`config.mk`:
```
export PLATFORM = sky130hd
export DESIGN_NAME = writeback_unit
export DESIGN_NICKNAME = d
export VERILOG_FILES = /design/src/rtl/y_square_pkg.sv /design/src/rtl/wb_load_fifo.sv /design/src/rtl/writeback_unit.sv
export SDC_FILE = /design/constraint.sdc
export NUM_CORES = 1
export LEC_CHECK = 0
export CAP_MARGIN = 20
export CORE_MARGIN = 2
export CORE_UTILIZATION = 44
export CTS_BUF_LIST = sky130_fd_sc_hd__clkbuf_16
export DETAILED_ROUTE_END_ITERATION = 8
export PLACE_DENSITY = 0.76
export SYNTH_ARGS = -nofsm -noshare
export SYNTH_HDL_FRONTEND = slang
export SYNTH_HIERARCHICAL = 1
export SYNTH_SLANG_ARGS = --single-unit
```
`constraint.sdc`:
```
create_clock -name clk -period 1.87 [get_ports clk]
set_clock_uncertainty 0.15 [all_clocks]
set_input_delay 0.374 -clock clk [delete_from_list [all_inputs] [get_ports clk]]
set_output_delay 0.374 -clock clk [all_outputs]
set_load 0.005 [all_outputs]
```
`src/rtl/y_square_pkg.sv`:
```
// Shared register-file constants and types for the writeback path.
package y_square_pkg;
    localparam int DATA_W = 16;
    localparam int ADDR_W = 3;

    typedef logic [ADDR_W-1:0] reg_idx_t;
    typedef logic [DATA_W-1:0] reg_data_t;

    localparam reg_idx_t REG_ZERO = '0;
endpackage

```
`src/rtl/wb_load_fifo.sv`:
```
// Small FIFO holding load results that wait for a free writeback slot.
// DEPTH must be a power of two so the pointers wrap naturally.
module wb_load_fifo #(
    parameter int W     = 19,
    parameter int DEPTH = 2
) (
    input  logic         clk,
    input  logic         reset_n,
    input  logic         push,
    input  logic [W-1:0] din,
    input  logic         pop,
    output logic [W-1:0] dout,
    output logic         full,
    output logic         empty
);
    localparam int PW = $clog2(DEPTH);

    logic [W-1:0] mem_q [DEPTH];
    logic [PW-1:0] wr_ptr_q, wr_ptr_d;
    logic [PW-1:0] rd_ptr_q, rd_ptr_d;
    logic [PW:0]   count_q, count_d;
    logic          do_push, do_pop;

    assign full    = (count_q == (PW+1)'(DEPTH));
    assign empty   = (count_q == '0);
    assign do_push = push && !full;
    assign do_pop  = pop && !empty;
    assign dout    = mem_q[rd_ptr_q];

    always_comb begin
        wr_ptr_d = wr_ptr_q + PW'(do_push);
        rd_ptr_d = rd_ptr_q + PW'(do_pop);
        count_d  = count_q + (PW+1)'(do_push) - (PW+1)'(do_pop);
    end

    always_ff @(posedge clk or negedge reset_n) begin
        if (!reset_n) begin
            wr_ptr_q <= '0;
            rd_ptr_q <= '0;
            count_q  <= '0;
        end else begin
            wr_ptr_q <= wr_ptr_d;
            rd_ptr_q <= rd_ptr_d;
            count_q  <= count_d;
        end
    end

    // Storage needs no reset: entries are only read while counted valid.
    always_ff @(posedge clk) begin
        if (do_push) mem_q[wr_ptr_q] <= din;
    end
endmodule

```
`src/rtl/writeback_unit.sv`:
```
// Merges ALU and load results into one registered register-file write per cycle,
// with a pending-load scoreboard. Optional forwarding ports under WB_BYPASS_EN.
module writeback_unit
    import y_square_pkg::*;
#(
    parameter int LQ_DEPTH = 2
) (
    input  logic                 clk,
    input  logic                 reset_n,
    input  logic                 alu_valid,
    input  logic [ADDR_W-1:0]    alu_rd,
    input  logic [DATA_W-1:0]    alu_data,
    input  logic                 ld_valid,
    output logic                 ld_ready,
    input  logic [ADDR_W-1:0]    ld_rd,
    input  logic [DATA_W-1:0]    ld_data,
    input  logic                 iss_valid,
    input  logic [ADDR_W-1:0]    iss_rd,
    output logic [2**ADDR_W-1:0] busy,
`ifdef WB_BYPASS_EN
    input  logic [ADDR_W-1:0]    byp_rs1,
    input  logic [ADDR_W-1:0]    byp_rs2,
    output logic                 byp_hit_a,
    output logic                 byp_hit_b,
    output logic [DATA_W-1:0]    byp_data_a,
    output logic [DATA_W-1:0]    byp_data_b,
`endif
    output logic                 wb_en,
    output logic [ADDR_W-1:0]    wb_rd,
    output logic [DATA_W-1:0]    wb_data
);
    localparam int EW = ADDR_W + DATA_W;

    logic                 fifo_full, fifo_empty, fifo_push;
    logic [EW-1:0]        head;
    reg_idx_t             head_rd;
    reg_data_t            head_data;
    logic                 sel_alu, sel_ld;

    logic                 wb_en_q, wb_en_d;
    reg_idx_t             wb_rd_q, wb_rd_d;
    reg_data_t            wb_data_q, wb_data_d;
    logic [2**ADDR_W-1:0] busy_q, busy_d;

    assign ld_ready  = !fifo_full;
    // Loads to r0 complete the handshake but never occupy a queue slot.
    assign fifo_push = ld_valid && ld_ready && (ld_rd != REG_ZERO);
    assign {head_rd, head_data} = head;

    wb_load_fifo #(.W(EW), .DEPTH(LQ_DEPTH)) u_lq (
        .clk    (clk),
        .reset_n(reset_n),
        .push   (fifo_push),
        .din    ({ld_rd, ld_data}),
        .pop    (sel_ld),
        .dout   (head),
        .full   (fifo_full),
        .empty  (fifo_empty)
    );

    always_comb begin
        sel_alu   = alu_valid && (alu_rd != REG_ZERO);
        sel_ld    = !sel_alu && !fifo_empty;
        wb_en_d   = sel_alu || sel_ld;
        wb_rd_d   = REG_ZERO;
        wb_data_d = '0;
        if (sel_alu) begin
            wb_rd_d   = alu_rd;
            wb_data_d = alu_data;
        end else if (sel_ld) begin
            wb_rd_d   = head_rd;
            wb_data_d = head_data;
        end
        // Clear first so a same-cycle re-issue to the same register wins.
        busy_d = busy_q;
        if (sel_ld) busy_d[head_rd] = 1'b0;
        if (iss_valid && (iss_rd != REG_ZERO)) busy_d[iss_rd] = 1'b1;
        busy_d[0] = 1'b0;
    end

    always_ff @(posedge clk or negedge reset_n) begin
        if (!reset_n) begin
            wb_en_q   <= 1'b0;
            wb_rd_q   <= REG_ZERO;
            wb_data_q <= '0;
            busy_q    <= '0;
        end else begin
            wb_en_q   <= wb_en_d;
            wb_rd_q   <= wb_rd_d;
            wb_data_q <= wb_data_d;
            busy_q    <= busy_d;
        end
    end

    assign wb_en   = wb_en_q;
    assign wb_rd   = wb_rd_q;
    assign wb_data = wb_data_q;
    assign busy    = busy_q;

`ifdef WB_BYPASS_EN
    always_comb begin
        byp_hit_a  = wb_en_q && (wb_rd_q == byp_rs1) && (byp_rs1 != REG_ZERO);
        byp_hit_b  = wb_en_q && (wb_rd_q == byp_rs2) && (byp_rs2 != REG_ZERO);
        byp_data_a = byp_hit_a ? wb_data_q : '0;
        byp_data_b = byp_hit_b ? wb_data_q : '0;
    end
`endif
endmodule

```
==> impl_metrics.csv <==
group,metric,value,unit
outcome,outcome,"complete, no violations",
timing,hold_viol,0,
setup_path,arrival,1940,ps
die,start_util,0.456,
hold_path,hold_path_class,"in -> async",
yosys,synth-seq-cells,69,
setup_path,critical_path.startpoint_type,"input port",
timing,final.min_clock_period,1840,ps
detailed_routing,wl_met1,2.43,mm
setup_path,crit_type,"in -> reg",
timing,rsz0062_at_grt,"yes",
yosys,synthFlopType,"edfxtp_1",
place,dp_hpwl,3.68,mm
cts,cts_htree_levels,3,
power,irDropWorstVdd,848,uV
yosys,synth_edf_count,38,
yosys,synth_async_sr_flop_share,0.449,
die,die_y,85.1,um
layout,final_util,0.667,
setup_path,crit_required,1970,ps
timing,period_share,0.985,
yosys,yosys_warnings,6,
place,placed_cells,355,
die,io_pins,75,
yosys,synth-seq-area-share,0.662,
layout,final_area,4240,sq um
grt,grt_use_total,0.162,
detailed_routing,num_vias,1886,
yosys,synthCells,198,
die,dieArea,7250,sq um
yosys,syn-cell-area,2900,sq um
yosys,avgSynthCellArea,14.6,sq um
cts,cts_buffer_depth,2,
detailed_routing,post_drt_wl_per_cell,14.8,um
cts,cts_buffers,9,
die,fp.dieW,85.1,um
die,rows,29,
yosys,yosys.area.top_type,"edfxtp_1",
cts,cts_sinks,69,
cts,cts_tree,"yes",
layout,instances_no_fill,378,
power,p_leak,1.75,nW
detailed_routing,firstDrtPassIters,4,
layout,num-nets-final,346,
timing,drv_slew,0,
yosys,synthTopCellsByArea,"edfxtp_1 39%, dfrtp_1 27%, mux2_4 9.9%",
detailed_routing,ant_nets,0,
detailed_routing,wl,5.61,mm
timing,holdWs,303,ps
cts,clk_pin_slew_worst_paths,60,ps
detailed_routing,viasPerCell,4.99,
timing,finalSetupViolations,0,
timing,tns,0,ps
yosys,synth_fp_nets,248,
setup_path,endpoint_kind,"flop",
place,globalplace.congestion,0.779,
grt,grt_pass1_wl,8.96,mm
grt,antenna_found_initial,0,
cts,cts-root-buf,"clkbuf_16",
cts,clkLatencyLatePin,320,ps
detailed_routing,route.met3.wl,302,um
die,coreArea,6350,sq um
layout,area_delta_synth_final,46.3,%
grt,overflow,0,
power,power.density,1460,nW/um^2
detailed_routing,drc,0,
timing,max_freq,543,MHz
place,place_ws,-449,ps
place,post_dp_cell_area,3800,sq um
layout,drive_gt1_frac,0.239,
yosys,yosys.cell_types.count,30,
layout,diodes,0,
flow_run,max_cap_viol_count,0,
power,total_power,6.19,mW
yosys,yosysTopAreaCellShare,0.394,
grt,grt_pass1_vias,1927,
setup_path,worst-path-max-fanout,2,
detailed_routing,drt_iter0_drc,59,
grt,grt_max_degree,32,
detailed_routing,routed.top_layer,"met4",
timing,layout_setup_ws,28.2,ps
detailed_routing,wl_met2,2.80,mm
place,io_buffer_count,73,
-- synthesized netlist by cell type, types with 3 or more instances --
master / number
nor2_1: 5
nor2b_1: 4
dfrtp_1: 31
ha_1: 4
nand4b_1: 4
a22o_1: 3
edfxtp_1: 38
inv_1: 5
nand3b_1: 16
buf_6: 4
nand2_1: 38
a32o_1: 4
mux2_4: 19
-- layout by cell type, fill, tap and decap left out, types with 3 or more instances in the layout --
master	Yosys	layout
clkdlybuf4s50_1	0	68
nand2_1	38	38
edfxtp_1	38	38
dfrtp_1	31	31
buf_4	1	19
mux2_4	19	19
nand3b_1	16	16
clkbuf_16	0	9
nor2_1	5	4
nand4b_1	4	4
a32o_1	4	4
nor2b_1	4	4
dlygate4sd2_1	0	4
a22o_1	3	3
buf_12	0	3
inv_1	5	3
-- layer usage --
layer | global-route usage | vias up
met5 | 0 | -
li1 | - | 908
met2 | 0.277 | 58
met3 | 0.0574 | 6
met1 | 0.191 | 914
met4 | 0.0519 | 0
-- final cells by class --
cell class                 count  area (sq um)
clock buffer                   9           225
clock inverter                 7          97.6
fill                         464          2110
inverter                       5          18.8
multi-input combinational    115           941
sequential                    69          1920
tap                           77          96.3
timing repair buffer          96           940
-- cell families after synthesis --
family,share of synthesized area
xor gates and xnor gates,0.00908
AOI/OAI and AO/OA,0.0484
and+or+nand+nor,0.133
adders and majority gates,0.0173
DFF,0.662
muxes,0.0985
buffers and inverters,0.0307
other,0.00130
-- sequential cells by signal, summed over array words and instances (netlist names) --
signal / cells
busy: 7
u_lq/wr_ptr_q: 1
wb_data: 16
u_lq/mem_q: 38
wb_rd: 3
u_lq/count_q: 2
wb_en: 1
u_lq/rd_ptr_q: 1
-- report_power, final --
group	total, mW	leakage [nW]	switching [mW]	internal, mW
Combinational	2.16	0.879	0.855	1.30
Sequential	2.24	0.719	0.164	2.07
Clock	1.80	0.152	0.627	1.17
Total	6.19	1.75	1.65	4.55
-- what timing repair did --
item / CTS / global route
setup buffers: 2 / 5
gates resized for setup: 9 / 7
pin swaps: 4 / 0
setup endpoints to repair: 40 / 40
hold buffers: 0 / 0
-- critical path: stages --
cell and delay, ps:
clkdlybuf4s50_1 420, o311a_1 380, nand2_1 70, ha_1 220, inv_1 60, ha_2 180
xnor2_2 110, xnor2_1 120
-- worst paths after layout --
check | slack (ps) | end | depth (start not counted) | start
hold / removal | 300 | wb_data[6] | 2 | reset_n
hold reg to reg | 340 | busy[4] | 1 | busy[4]
setup reg to reg | 40 | u_lq/count_q[1] | 9 | u_lq/count_q[1]
min in group clk | 340 | busy[4] | 1 | busy[4]
max in group asynchronous | 970 | wb_rd[2] | 2 | reset_n
setup / recovery | 30 | u_lq/count_q[1] | 8 | ld_rd[1]
Note: power is estimated with default switching activity, not from simulation.
